### config.mk
export PLATFORM = sky130hd
export DESIGN_NAME = snn_layer_sequencer
export DESIGN_NICKNAME = d
export VERILOG_FILES = /design/src/rtl/snn_pkg.sv /design/src/rtl/snn_result_bank.sv /design/src/rtl/snn_layer_sequencer.sv
export SDC_FILE = /design/constraint.sdc
export NUM_CORES = 1
export LEC_CHECK = 0
export CAP_MARGIN = 10
export CORE_MARGIN = 4
export CORE_UTILIZATION = 46
export CTS_BUF_LIST = sky130_fd_sc_hd__clkbuf_8
export DETAILED_ROUTE_END_ITERATION = 6
export GPL_TIMING_DRIVEN = 1
export PLACE_DENSITY_LB_ADDON = 0.08
export RECOVER_POWER = 100
export SYNTH_ARGS = -nofsm -noshare
export SYNTH_HDL_FRONTEND = slang
export SYNTH_SLANG_ARGS = --single-unit
export TNS_END_PERCENT = 50
### constraint.sdc
create_clock -name i_clk -period 9.5 [get_ports i_clk]
set_input_delay 0.95 -clock i_clk [delete_from_list [all_inputs] [get_ports i_clk]]
set_output_delay 0.95 -clock i_clk [all_outputs]
set_load 0.01 [all_outputs]
### src/rtl/snn_pkg.sv
// Shared types and constants for the SNN layer sequencer slice.
package snn_pkg;

  localparam int SNN_DATA_W = 8;
  localparam int FANIN      = 4;
  // Tag index is sized for the largest supported layer (256 neurons).
  localparam int TAG_IDX_W  = 8;

  typedef enum logic [1:0] {
    IDLE,
    ISSUE,
    DRAIN,
    OUT
  } seq_state_t;

  // Travels alongside an issued slice so the result can be steered on return.
  typedef struct packed {
    logic                 valid;
    logic [TAG_IDX_W-1:0] index;
    logic                 force_zero;
  } tag_t;

endpackage

### src/rtl/snn_result_bank.sv
// NUM_NEURONS x DATA_W result register file: one write port, clear on frame
// accept, async reset, whole bank exposed as a flat read-out vector.
module snn_result_bank
  import snn_pkg::*;
#(
  parameter int NUM_NEURONS = 8,
  parameter int DATA_W      = SNN_DATA_W
)(
  input  logic                          i_clk,
  input  logic                          i_rst,
  input  logic                          i_clr,
  input  logic                          i_we,
  input  logic [TAG_IDX_W-1:0]          i_waddr,
  input  logic [DATA_W-1:0]             i_wdata,
  output logic [NUM_NEURONS*DATA_W-1:0] o_rdata
);

  for (genvar n = 0; n < NUM_NEURONS; n++) begin : g_ent
    logic [DATA_W-1:0] ent_q;

    // Entry n: clear wins over a write landing in the same cycle.
    always_ff @(posedge i_clk or posedge i_rst) begin
      if (i_rst)                                       ent_q <= '0;
      else if (i_clr)                                  ent_q <= '0;
      else if (i_we && (i_waddr == TAG_IDX_W'(n)))     ent_q <= i_wdata;
    end

    assign o_rdata[n*DATA_W +: DATA_W] = ent_q;
  end

endmodule

### src/rtl/snn_layer_sequencer.sv
// Time-multiplexes one shared 4-input neuron datapath over NUM_NEURONS
// logical neurons: capture frame, issue one slice per cycle, collect the
// 1-cycle-latency results, present the layer output over valid/ready.
// Optional build macro: SNN_SEQ_ZERO_SKIP_EN (suppress issue of all-zero
// slices and force their result to zero).
module snn_layer_sequencer
  import snn_pkg::*;
#(
  parameter int NUM_NEURONS = 8,
  parameter int DATA_W      = SNN_DATA_W,
  parameter int DP_LATENCY  = 1
)(
  input  logic                                i_clk,
  input  logic                                i_rst,
  input  logic                                i_frame_valid,
  output logic                                o_frame_ready,
  input  logic [NUM_NEURONS*FANIN*DATA_W-1:0] i_frame_data,
  output logic [DATA_W-1:0]                   o_dp_data0,
  output logic [DATA_W-1:0]                   o_dp_data1,
  output logic [DATA_W-1:0]                   o_dp_data2,
  output logic [DATA_W-1:0]                   o_dp_data3,
  output logic                                o_dp_valid,
  input  logic [DATA_W-1:0]                   i_dp_result,
  output logic                                o_out_valid,
  input  logic                                i_out_ready,
  output logic [NUM_NEURONS*DATA_W-1:0]       o_out_data,
  output logic                                o_busy
);

  localparam int               IDX_W    = (NUM_NEURONS > 1) ? $clog2(NUM_NEURONS) : 1;
  localparam logic [IDX_W-1:0] LAST_IDX = IDX_W'(NUM_NEURONS - 1);

  if (DP_LATENCY != 1) begin : g_lat_chk
    $error("snn_layer_sequencer: only DP_LATENCY == 1 is supported");
  end
  if ((NUM_NEURONS < 2) || (NUM_NEURONS > (1 << TAG_IDX_W))) begin : g_n_chk
    $error("snn_layer_sequencer: NUM_NEURONS must be in 2..256");
  end

  logic [NUM_NEURONS-1:0][FANIN-1:0][DATA_W-1:0] frame_q;
  logic [FANIN-1:0][DATA_W-1:0]                  slice;
  seq_state_t                                    state_q, state_d;
  logic [IDX_W-1:0]                              idx_q;
  logic                                          rdy_q;
  logic                                          accept;
  logic                                          issue;
  logic                                          slice_zero;
  tag_t                                          tag_in;
  tag_t                                          tag_pipe [DP_LATENCY];
  tag_t                                          tag_out;
  logic [DATA_W-1:0]                             wdata;

  assign slice   = frame_q[idx_q];
  assign accept  = i_frame_valid && rdy_q;
  assign tag_out = tag_pipe[DP_LATENCY-1];
  assign wdata   = tag_out.force_zero ? '0 : i_dp_result;

  // Ready is registered so it stays low while reset is held and rises on the
  // first edge after release; elsewhere it tracks "state is IDLE".
  assign o_frame_ready = rdy_q;

`ifdef SNN_SEQ_ZERO_SKIP_EN
  assign slice_zero = (slice == '0);
`else
  assign slice_zero = 1'b0;
`endif

  // State register.
  always_ff @(posedge i_clk or posedge i_rst) begin
    if (i_rst) state_q <= IDLE;
    else       state_q <= state_d;
  end

  // Next-state and datapath-facing outputs.
  always_comb begin
    state_d     = state_q;
    issue       = 1'b0;
    o_dp_valid  = 1'b0;
    o_dp_data0  = '0;
    o_dp_data1  = '0;
    o_dp_data2  = '0;
    o_dp_data3  = '0;
    o_out_valid = 1'b0;
    o_busy      = (state_q != IDLE);
    case (state_q)
      IDLE:  if (accept) state_d = ISSUE;
      ISSUE: begin
        issue      = 1'b1;
        o_dp_valid = !slice_zero;
        if (!slice_zero) begin
          o_dp_data0 = slice[0];
          o_dp_data1 = slice[1];
          o_dp_data2 = slice[2];
          o_dp_data3 = slice[3];
        end
        if (idx_q == LAST_IDX) state_d = DRAIN;
      end
      DRAIN: state_d = OUT;
      OUT: begin
        o_out_valid = 1'b1;
        if (i_out_ready) state_d = IDLE;
      end
      default: state_d = IDLE;
    endcase
  end

  // Registered frame-ready flag.
  always_ff @(posedge i_clk or posedge i_rst) begin
    if (i_rst) rdy_q <= 1'b0;
    else       rdy_q <= (state_d == IDLE);
  end

  // Neuron index: restarts on accept, saturates at the last neuron.
  always_ff @(posedge i_clk or posedge i_rst) begin
    if (i_rst)                            idx_q <= '0;
    else if (accept)                      idx_q <= '0;
    else if (issue && idx_q != LAST_IDX)  idx_q <= idx_q + 1'b1;
  end

  // Input frame capture; the source may change freely after accept.
  always_ff @(posedge i_clk or posedge i_rst) begin
    if (i_rst)       frame_q <= '0;
    else if (accept) frame_q <= i_frame_data;
  end

  // Tag for the slice going out this cycle.
  always_comb begin
    tag_in = '0;
    if (issue) begin
      tag_in.valid      = 1'b1;
      tag_in.index      = TAG_IDX_W'(idx_q);
      tag_in.force_zero = slice_zero;
    end
  end

  // Tag pipe matched to the datapath latency.
  always_ff @(posedge i_clk or posedge i_rst) begin
    if (i_rst) begin
      for (int i = 0; i < DP_LATENCY; i++) tag_pipe[i] <= '0;
    end else begin
      tag_pipe[0] <= tag_in;
      for (int i = 1; i < DP_LATENCY; i++) tag_pipe[i] <= tag_pipe[i-1];
    end
  end

  snn_result_bank #(
    .NUM_NEURONS (NUM_NEURONS),
    .DATA_W      (DATA_W)
  ) u_bank (
    .i_clk   (i_clk),
    .i_rst   (i_rst),
    .i_clr   (accept),
    .i_we    (tag_out.valid),
    .i_waddr (tag_out.index),
    .i_wdata (wdata),
    .o_rdata (o_out_data)
  );

endmodule

==> impl_metrics.json <==
{
  "outcome": "complete, but fails checks",
  "violations": "capacitance limit, slew limit",
  "grt_use_met3_pct": 6.90,
  "netlist_instances": 1107,
  "period_needed_ns": 6.79,
  "critPathKind": "flop to primary output",
  "drive_gt1_share_pct": 24.4,
  "crit_required_ns": 8.55,
  "maxCapViolCount": 4,
  "grt_pass1_wl_mm": 61.0,
  "yosys_warnings": 0,
  "synth_top_family_by_area": "multiplexers",
  "tns_ns": 0,
  "path_max_fanout": 36,
  "drt-pass1-iter-count": 4,
  "p_per_area_nw_per_um2": 327,
  "fin_crit_sh_pct": 71.5,
  "tightest_slew_ns": 4.45,
  "drc_errors": 0,
  "path_delay_family": "buffers and inverters",
  "clk_latency_ns": 0.57,
  "grt_pass1_vias": 10400,
  "final-setup-viol-count": 0,
  "synth_area_um2": 14700,
  "antenna_found_initial": 13,
  "rows": 65,
  "h-tree-depth": 2,
  "grt_use_met2_pct": 32.7,
  "die_width_um": 187,
  "ant_nets": 0,
  "clkTransAtPathRegs_ns": 0.06,
  "syn-num-nets": 1377,
  "grt_max_degree": 197,
  "nets": 1728,
  "ys_seq_area_share_pct": 56.3,
  "io_buffers": 367,
  "viasPerCell": 5.23,
  "crit_arrival_ns": 5.84,
  "numCtsBuffers": 56,
  "slowest_stage": "clkbuf_1",
  "synth_mux_area_share_pct": 30.2,
  "synth_simple_gate_area_share_pct": 5.76,
  "cts_root_buffer": "clkbuf_8",
  "drt-initial-drc-count": 478,
  "slew_viol_final": 207,
  "placed_area_um2": 18500,
  "fin_util_pct": 62.7,
  "path_cells": "clkbuf_1, mux2i_1, o22ai_1, or2_1, dlygate4sd3_1",
  "initial_core_util_pct": 46.6,
  "hold_depth": 1,
  "fmax_mhz": 147,
  "area_growth_pct": 34.4,
  "startpoint_type": "flop",
  "p_leak_uw": 0.00864,
  "grt_busiest_layer": "met2",
  "gr-usage-met1_pct": 31.3,
  "slew_headroom_pct": -197,
  "grt-ovfl-total": 0,
  "gp_congestion": 0.779,
  "wl_mm": 39.3,
  "synth_compound_area_share_pct": 4.38,
  "rsz0062_at_grt": "false",
  "synth.distinct_cells": 35,
  "rr_worst_depth": 4,
  "irDropWorstVdd_uv": 156,
  "track_usage_pct": 22.0,
  "cp_num_cells": 5,
  "cts.sinks": 330,
  "synth_xor_area_share_pct": 0.0597,
  "ctsResizeCount": 0,
  "clockBufferDepth": 3,
  "postCtsSetupBuffers": 0,
  "ios": 368,
  "cts_tree": "yes",
  "dieArea_um2": 34800,
  "die_y_um": 187,
  "wl_per_cell_um": 20.6,
  "cts_hold_buf": 0,
  "finClkSkew_ns": 0.0158,
  "route.vias.total": 9988,
  "cp.buffers_inverters": 2,
  "final_cell_area_um2": 19700,
  "hold_viol": 0,
  "slowest_delay_ns": 2.06,
  "syn_avg_cell_area_um2": 13.3,
  "dpl.hpwl_mm": 27.1,
  "synth_seq_cells": 330,
  "hold_path.class": "flop to flop",
  "coreArea_um2": 31500,
  "synthAdderAreaFrac_pct": 0.171,
  "endpoint_kind": "primary output"
}
-- cells by family after synthesis --
group | Yosys count
buffers and inverters | 89
AOI/OAI and AO/OA | 108
DFF | 330
muxes | 410
adders and majority gates | 2
xor gates and xnor gates | 1
and+or+nand+nor | 167
-- final cells by class --
cell class              instances  area, µm²
diodes                          6       15.0
clock buffers                  79       1090
clock inverters                24       96.3
fillers                      2545      11800
inverters                       1       7.51
multi-input cells             688       5970
flip-flops and latches        330       8260
well taps                     402        503
repair buffers                381       3780
-- cell usage in the layout (no fill, tap or decap), drive strengths merged, types with 3 or more instances in the layout --
cell and count:
and2 5, o21ai 3, nor4bb 3, a21oi 40, dfrtp 330, clkinv 5
inv 19, dlygate4sd3 100, buf 12, clkbuf 81, and4b 3, nand2 83
nor2 27, clkdlybuf4s50 267, nand4b 4, diode 6, mux2i 154, o22ai 64
or2 33, mux2 256
-- final timing paths --
kind	endpoint	slack, ns	start
max in group asynchronous	frame_q[86]$_DFFE_PP0P_	5.00	i_rst
worst min-delay path	frame_q[29]$_DFFE_PP0P_	0.50	frame_q[29]$_DFFE_PP0P_
worst min register to register	frame_q[29]$_DFFE_PP0P_	0.50	frame_q[29]$_DFFE_PP0P_
worst max register to register	frame_q[209]$_DFFE_PP0P_	3.56	o_frame_ready$_DFF_PP0_
min in group asynchronous	o_frame_ready$_DFF_PP0_	2.17	i_rst
worst max-delay path	o_dp_data3[6]	2.71	idx_q[0]$_DFFE_PP0P_
-- power breakdown --
group	internal (µW)	total (µW)	leakage (µW)	switching, µW
clock	732	1300	0.000689	569
sequential	2090	2500	0.00401	407
combinational	1490	2650	0.00394	1160
total	4310	6440	0.00864	2130
-- Yosys cell counts --
master / number / area (µm²)
buf_6: 4 / 45.0
buf_4: 2 / 15.0
or4b_1: 1 / 10.0
and2b_2: 1 / 8.76
nor3b_2: 1 / 12.5
o2bb2ai_1: 1 / 8.76
buf_2: 53 / 265
clkbuf_1: 17 / 63.8
mux2_2: 256 / 2880
and4_1: 1 / 8.76
and4b_1: 3 / 30.0
nand4_1: 1 / 6.26
and2_1: 4 / 25.0
and2_2: 1 / 7.51
nor4b_2: 1 / 15.0
nand2_1: 83 / 312
nor4bb_1: 3 / 30.0
nand4bb_1: 2 / 22.5
a21oi_1: 40 / 200
inv_1: 1 / 3.75
dfrtp_1: 330 / 8260
o22ai_2: 3 / 37.5
o21ai_0: 3 / 15.0
nand4b_1: 4 / 35.0
mux2i_1: 154 / 1540
xnor2_1: 1 / 8.76
or2_2: 1 / 6.26
buf_8: 2 / 30.0
or2_1: 32 / 200
or4b_4: 1 / 13.8
nor2_1: 27 / 101
o22ai_1: 61 / 382
ha_1: 2 / 25.0
buf_1: 8 / 30.0
clkbuf_4: 2 / 15.0
-- state kept, by name (all words and copies together), names as in the netlist --
name,flops
frame_q,256
u_bank.g_ent.ent_q,64
tag_out,4
state_q,2
o_frame_ready,1
idx_q,3
-- stage by stage --
| stage | setup WS [ns] | power, µW | cells | hold slack (ns) |
|---|---|---|---|---|
| 2_1_floorplan | 4.14 | 4200 | 1107 | 0.480 |
| 3_3_place_gp | 5.16 | 5190 | 1802 | 0.488 |
| 3_5_place_dp | 5.18 | 5260 | 1802 | 0.495 |
| 4_1_cts | 4.75 | 6580 | 1905 | 0.508 |
| 5_1_grt | 2.39 | 6860 | 1909 | 0.514 |
| 6_report | 2.71 | 6440 | 1911 | 0.503 |
-- layer usage --
layer | vias to the layer above | share of wire [%]
met2 | 301 | 45
li1 | 4664 | -
met4 | 14 | 1.9
met5 | - | 0.20
met3 | 65 | 7.4
met1 | 4944 | 46
No activity file was read; power rests on OpenSTA's default activity.
